**src/rtl/id_hazard_ctrl.sv**
```systemverilog
// Decode-stage scoreboard: per-register pending counters gate issue into the ID/EX register.
// A flush blocks issue for FLUSH_CYCLES cycles and retires the killed ID/EX writer.
module id_hazard_ctrl #(
  parameter int FLUSH_CYCLES = 2,
  parameter int CNT_W        = 2
) (
  input  logic        clk,
  input  logic        reset,
  input  logic        id_valid,
  input  logic [31:0] id_instr,
  input  logic        ex_ready,
  input  logic        wb_valid,
  input  logic [4:0]  wb_rd,
  input  logic        flush,
  output logic        id_stall,
  output logic        id_ex_valid,
  output logic [4:0]  id_ex_rd,
  output logic [31:0] busy_mask
);

  typedef enum logic {RUN, DRAIN} state_t;

  localparam logic [CNT_W-1:0] CNT_MAX    = '1;
  localparam logic [3:0]       DRAIN_LOAD = 4'(FLUSH_CYCLES - 1);

  state_t           state_q, state_d;
  logic [3:0]       drain_q, drain_d;
  logic [CNT_W-1:0] cnt_q [32];
  logic [CNT_W-1:0] cnt_d [32];
  logic             id_ex_valid_q, id_ex_valid_d;
  logic [4:0]       id_ex_rd_q, id_ex_rd_d;

  logic [6:0] opcode;
  logic [4:0] rd, rs1, rs2, eff_rd;
  logic       rs1_used, rs2_used, hazard, issue;
  logic       unused_funct;

  assign opcode       = id_instr[6:0];
  assign rd           = id_instr[11:7];
  assign rs1          = id_instr[19:15];
  assign rs2          = id_instr[24:20];
  assign unused_funct = ^{id_instr[31:25], id_instr[14:12]};

  assign rs1_used = !(opcode inside {7'b0110111, 7'b0010111, 7'b1101111});
  assign rs2_used = opcode inside {7'b0110011, 7'b0100011, 7'b1100011};
  assign eff_rd   = (opcode inside {7'b0100011, 7'b1100011}) ? 5'd0 : rd;

  // Hazard looks only at registered counters: a writeback frees its register one cycle later.
  assign hazard = (rs1_used && rs1 != 5'd0 && cnt_q[rs1] != '0)
               || (rs2_used && rs2 != 5'd0 && cnt_q[rs2] != '0)
               || (eff_rd != 5'd0 && cnt_q[eff_rd] == CNT_MAX);

  assign issue    = !reset && state_q == RUN && id_valid && ex_ready && !hazard && !flush;
  assign id_stall = id_valid && !issue;

  assign id_ex_valid = id_ex_valid_q;
  assign id_ex_rd    = id_ex_rd_q;

  function automatic logic [CNT_W-1:0] next_cnt(input logic [CNT_W-1:0] cur,
                                                input logic inc, input logic dec_a,
                                                input logic dec_b);
    logic [CNT_W+1:0] up, dn, diff;
    up   = {2'b00, cur} + {{(CNT_W+1){1'b0}}, inc};
    dn   = {{(CNT_W+1){1'b0}}, dec_a} + {{(CNT_W+1){1'b0}}, dec_b};
    diff = up - dn;
    return (up > dn) ? diff[CNT_W-1:0] : '0;
  endfunction

  always_comb begin
    for (int i = 0; i < 32; i++) begin
      cnt_d[i]     = '0;
      busy_mask[i] = cnt_q[i] != '0;
    end
    for (int i = 1; i < 32; i++) begin
      cnt_d[i] = next_cnt(cnt_q[i],
                          issue && eff_rd == 5'(i),
                          wb_valid && wb_rd == 5'(i),
                          flush && id_ex_valid_q && id_ex_rd_q == 5'(i));
    end
  end

  always_comb begin
    state_d = state_q;
    drain_d = drain_q;
    case (state_q)
      RUN: begin
        if (flush) begin
          state_d = DRAIN;
          drain_d = DRAIN_LOAD;
        end
      end
      DRAIN: begin
        if (flush) begin
          drain_d = DRAIN_LOAD;
        end else if (drain_q == 4'd0) begin
          state_d = RUN;
        end else begin
          drain_d = drain_q - 4'd1;
        end
      end
      default: state_d = RUN;
    endcase
  end

  always_comb begin
    id_ex_valid_d = id_ex_valid_q;
    id_ex_rd_d    = id_ex_rd_q;
    if (flush) begin
      id_ex_valid_d = 1'b0;
      id_ex_rd_d    = 5'd0;
    end else if (ex_ready) begin
      id_ex_valid_d = issue;
      id_ex_rd_d    = issue ? eff_rd : 5'd0;
    end
  end

  always_ff @(posedge clk or posedge reset) begin
    if (reset) begin
      state_q       <= RUN;
      drain_q       <= 4'd0;
      id_ex_valid_q <= 1'b0;
      id_ex_rd_q    <= 5'd0;
      for (int i = 0; i < 32; i++) cnt_q[i] <= '0;
    end else begin
      state_q       <= state_d;
      drain_q       <= drain_d;
      id_ex_valid_q <= id_ex_valid_d;
      id_ex_rd_q    <= id_ex_rd_d;
      cnt_q         <= cnt_d;
    end
  end

endmodule

```
**config.mk**
```make
export PLATFORM = sky130hd
export DESIGN_NAME = id_hazard_ctrl
export DESIGN_NICKNAME = d
export VERILOG_FILES = /design/src/rtl/id_hazard_ctrl.sv
export SDC_FILE = /design/constraint.sdc
export NUM_CORES = 1
export LEC_CHECK = 0
export BUFFER_PORTS_ARGS = -buffer_cell sky130_fd_sc_hd__buf_2
export CAP_MARGIN = 20
export CELL_PAD_IN_SITES_DETAIL_PLACEMENT = 1
export CELL_PAD_IN_SITES_GLOBAL_PLACEMENT = 2
export CORE_UTILIZATION = 38
export CTS_BUF_LIST = sky130_fd_sc_hd__clkbuf_8
export DETAILED_ROUTE_END_ITERATION = 16
export PLACE_DENSITY_LB_ADDON = 0.2
export SLEW_MARGIN = 10
export SYNTH_ARGS = -nofsm -noshare
export SYNTH_HDL_FRONTEND = slang
export SYNTH_SLANG_ARGS = --single-unit
```
**constraint.sdc**
```tcl
create_clock -name clk -period 5.2 [get_ports clk]
set_input_delay 1.04 -clock clk [delete_from_list [all_inputs] [get_ports clk]]
set_output_delay 1.04 -clock clk [all_outputs]
set_load 0.02 [all_outputs]
```
# Word-level counts from Yosys, hierarchy flattened
# Index checks and enable logic that the tools add are counted.
[totals]
regBits = 73
latchBits = 0
ramBits = 0
mem_bits_ro = 0
input_bits = 43
output_inout_bits = 39
elab_cells = 477
mem_count = 0
[op_classes]
n_addsub = 94
n_mul = 0
div = 0
magnitude_cmp = 34
eq_ne = 102
shifts = 0
muxes = 54
bitwise = 4
reduce_logical = 154
[ops]
columns = ["cell", "count"]
rows = [
  ["== test 5 bit (second input constant)", 48],
  ["== test 5 x 4 -> 1 bit (second input constant)", 24],
  ["logical AND 1 bit", 105],
  ["adder 2 x 1 -> 3 bit", 31],
  ["> comparator 3 x 2 -> 1 bit", 31],
  ["two-way mux 2 bit", 37],
  ["nonzero test 2 bit", 35],
  ["adder 1 x 1 -> 2 bit", 31],
  ["subtractor 2 bit", 31],
  ["== test 5 x 3 -> 1 bit (second input constant)", 12],
  ["binary-select mux 2 bit (select 5 bit)", 3],
  ["== test 5 x 2 -> 1 bit (second input constant)", 6],
  ["== test 7 x 6 -> 1 bit (second input constant)", 3],
  ["two-way mux 5 bit", 4],
  [">= comparator 6 bit (second input constant)", 3],
  ["inverter 5 -> 6 bit", 3],
  ["== test 5 x 1 -> 1 bit (second input constant)", 3],
  ["nonzero test 5 bit", 3],
  ["== test 7 bit (second input constant)", 2],
  ["two-way mux 4 bit", 3],
  ["one-hot mux 4 bit (2 select lines)", 1],
  ["== test 7 x 5 -> 1 bit (second input constant)", 1],
  ["nonzero test 3 bit", 2],
  ["zero test 1 bit", 5],
  ["10 further kinds", 15],
]

# Logic depth before layout (Yosys ltp)
[logic_depth]
word_depth = 17
ltp_mapped = 18
mapped_depth_nobuf = 14

# Least setup slack after synthesis
# Ideal clock, no wire load.
[synth_timing]
kind = "input -> register"
from = "input port reset"
to = "register cnt_q[12] in the netlist's numbering"
setup_time_ns = 0.077
arrival_ns = 5.138
t_required_ns = 5.123
path_slack_ns = -0.015
cell_stages = 12
n_path_buf = 2
cell_sequence = "inv_1 nand4_1 a2111oi_0 o311ai_2 buf_6 buf_6 nor4_2 ha_1 inv_1 fa_1 or3_1 a21oi_1"
[synth_lines]
columns = ["item", "line", "source"]
rows = [
  ["start, declared", "8", "input logic reset,"],
  ["end signal, assigned", "129", "cnt_q <= cnt_d;"],
  ["end, declared", "28", "logic [CNT_W-1:0] cnt_q [32];"],
]

# Final worst setup path
[layout_timing]
from = "input port id_instr[17]"
to = "output port id_stall"
[layout_via]
elab_chain_cells = 13
elab_cells_between_ends = 15
cone_classes = "3 x mux; 1 x bitwise; 11 x reduce/logical"
[layout_lines]
columns = ["item", "line", "source"]
rows = [
  ["start, declared", "10", "input logic [31:0] id_instr,"],
  ["inverter 5 -> 6 bit (not written as such)", "49", "assign hazard = (rs1_used && rs1 != 5'd0 && cnt_q[rs1] != '0)"],
  ["binary-select mux 2 bit (select 5 bit)", "49", ""],
  ["two-way mux 2 bit (not written as such) (2 in series)", "49", ""],
  ["nonzero test 2 bit", "49", ""],
  ["logical AND 1 bit (*)", "49", ""],
  ["logical OR 1 bit (*)", "50", "|| (rs2_used && rs2 != 5'd0 && cnt_q[rs2] != '0)"],
  ["logical OR 1 bit (*)", "51", "|| (eff_rd != 5'd0 && cnt_q[eff_rd] == CNT_MAX);"],
  ["zero test 1 bit (*)", "53", "assign issue = !reset && state_q == RUN && id_valid && ex_ready && !hazard && !flush;"],
  ["logical AND 1 bit (*) (2 in series)", "53", ""],
  ["zero test 1 bit (*)", "54", "assign id_stall = id_valid && !issue;"],
  ["logical AND 1 bit (*)", "54", ""],
  ["end, declared", "15", "output logic id_stall,"],
]
# Mark *: on every way between the ends. The rest lies on a longest branch, timed or not. The select of a mux whose other input is x is not followed.

==> reports/results.txt <==
CP Capture Type: primary output
max_slew headroom: 49.50%
Hold EP: drain_q[1]$_DFFE_PP0P_
Die X: 145.8 µm
post-route ant nets: 0
RR Startpoint: cnt_q[41]$_DFF_PP0_
worst setup margin: 487.5 ps
routability cong.: 0.8646
critical path arrival: 3670 ps
Yosys reg bits: 73
worst-path maximum fanout: 10
skew final: 18.04 ps
hpwl dp: 20,620 µm
min-delay src: drain_q[1]$_DFFE_PP0P_
Final nets: 1,198
pwr dens: 272.6 nW/µm²
Fin. Hold Viols: 0
TritonCTS buffer count: 9
grt ovf: 0
Synth Instances: 922
initial antenna violation count: 0
routed wire length: 25,280 µm
H-Tree Depth: 3
Async SR Flop Fraction: 100.0%
Clock Sinks: 73
worst r2r path cells: 14
final setup violation count: 0
most frequent cell after synthesis: inv_1
WL per Instance: 19.84 µm
P&R area growth vs syn: 11.71%
postcts setup bufs: 0
I/O pin cnt: 82
antenna diode count: 0
final period utilization: 90.62%
Least-Margin Pin Slew: 751.1 ps
register-to-register setup slack: 1010 ps
first-pass GRT wire length: 39,900 µm
Reg clk slew, reported paths: 90 ps
# resized after CTS: 0
CTS root buf: clkbuf_8
Syn Std Cell Area: 7856 µm²
Iteration-0 DRC Markers: 255
CTS Buffer Depth: 2
worst endpoint required time: 4160 ps
Post-synth EDFFs: 0
Final min period: 4712 ps
outcome: finished, final reports clean
port bufs: 70
largest net degree at the start of global routing: 38
Residual DRC: 0
synth top area cells: dfrtp_1, ha_1, fa_1
die area: 21,250 µm²
largest area contributor in the netlist: dfrtp_1
vias in the first global route: 7,217
sequential area share after synthesis: 23.25%
Max VDD drop: 0.1332 mV
RR Endpoint: cnt_q[32]$_DFF_PP0_
area of the core: 20,230 µm²
crit path launch type: input pin
clk_lat worst skew: 390 ps
Placement Setup Slack: 304.1 ps
WS Path Type: input pin to primary output
Fmax: 212.2 MHz
Yosys cell types: 56
Die Ht: 145.8 µm
Mapped Avg Cell Area: 8.521 µm²
Initial Util: 38.83%
hold_buf cts: 0
Total Routing Usage GR: 24.77%
Max-Cap Viols: 0
CTS tree: built
leakage power: 4.415 nW
CP startpoint: id_instr[17]
Post-synth top cells: inv_1, nor2_1, ha_1
drt pass-1 iters: 5
Via density: 5.404
number of core rows: 52
share of cells above drive strength 1: 15.74%
Ys Warns: 0
vias after detailed routing: 6,885
RSZ-0062 raised after global routing: false
type of the tightest min-delay check: flip-flop to flip-flop
post-synth top area share: 23.25%
syn_nets: 1,121
Max Transition Viols Final: 0
WHS Path Cells: 2
predominant post-synthesis flop cell: dfrtp_1
setup TNS: 0 ps
==> layer usage <==
metal | global-route usage [%] | vias to the layer above | part of all wire (%)
met5 | 0 | - | 0
met4 | 9.211 | 0 | 3.3
met3 | 3.511 | 36 | 3.1
met2 | 41.63 | 118 | 48
met1 | 32.25 | 3452 | 46
li1 | - | 3279 | -
==> sequential cells by signal, summed over array words and instances, names as in the netlist <==
signal and count:
cnt_q 62, id_ex_valid 1, state_q 1, drain_q 4
id_ex_rd 5
==> worst max-delay path, stage by stage <==
cell and delay (ps):
buf_2 250, mux4_2 600, and4b_1 200, nor4_1 280
nor2_1 110, o311ai_4 620, buf_4 290, and2_1 130
buf_2 150
==> cell families (layout without fill, tap and decap cells) <==
group | Yosys count | count (layout) | synth area share (%)
flops | 73 | 73 | 23.25
simple gates | 372 | 372 | 24.75
mux | 24 | 24 | 5.001
other cells | 1 | 1 | 0.04773
fa+ha+maj | 156 | 156 | 27.81
buf+inv | 163 | 245 | 8.473
compound gates | 130 | 130 | 10.34
xor+xnor | 3 | 3 | 0.3345
==> through the flow <==
step                      utilization [%]  hold slack [ps]  area (µm²)  std cells  power, W
after floorplan                         -            502.9        7860        922  0.001540
after global placement              42.51            528.7        8602       1258  0.001946
after detailed placement            42.51            539.4        8602       1258  0.001968
after CTS                           43.37            559.7        8776       1274  0.002425
after global routing                43.37            615.7        8776       1274  0.002571
final                               43.37            553.3        8776       1274  0.002392
==> area by class of cell <==
cell class / count / area [µm²]
repair buffers: 96 / 558.0
fillers: 2460 / 11460
clock inverters: 5 / 22.52
multi-input cells: 686 / 5376
clock buffers: 11 / 151.4
flip-flops and latches: 73 / 1827
inverters: 133 / 503.0
well taps: 270 / 337.8
==> power by group <==
group / total (W) / internal (W) / switching [W]
Combinational: 0.00112 / 0.000426 / 0.000697
Sequential: 0.000819 / 0.000694 / 0.000125
Clock: 0.000450 / 0.000194 / 0.000256
Total: 0.00239 / 0.00131 / 0.00108
==> worst max path at each step <==
stage	end	slack (ps)	depth (start not counted)
after floorplan	cnt_q[12]$_DFF_PP0_	660	12
after CTS	id_stall	490	9
after detailed placement	cnt_q[8]$_DFF_PP0_	300	14
final	id_stall	490	9
after global routing	id_stall	330	9
after global placement	cnt_q[32]$_DFF_PP0_	320	16
==> cell usage in the layout, fill, tap and decap left out, drive strengths merged, types with 5 or more instances in the layout <==
master / count
a211oi: 6
a21oi: 54
and2: 11
buf: 96
clkbuf: 11
dfrtp: 73
fa: 31
ha: 125
inv: 134
mux2: 12
mux4: 11
nand2: 42
nand2b: 41
nand3: 25
nand3b: 13
nor2: 130
nor2b: 5
nor3: 20
nor4: 29
o211ai: 11
o21ai: 31
o31ai: 5
or2: 13
or3: 30
Power figures use the tool's default switching activity.
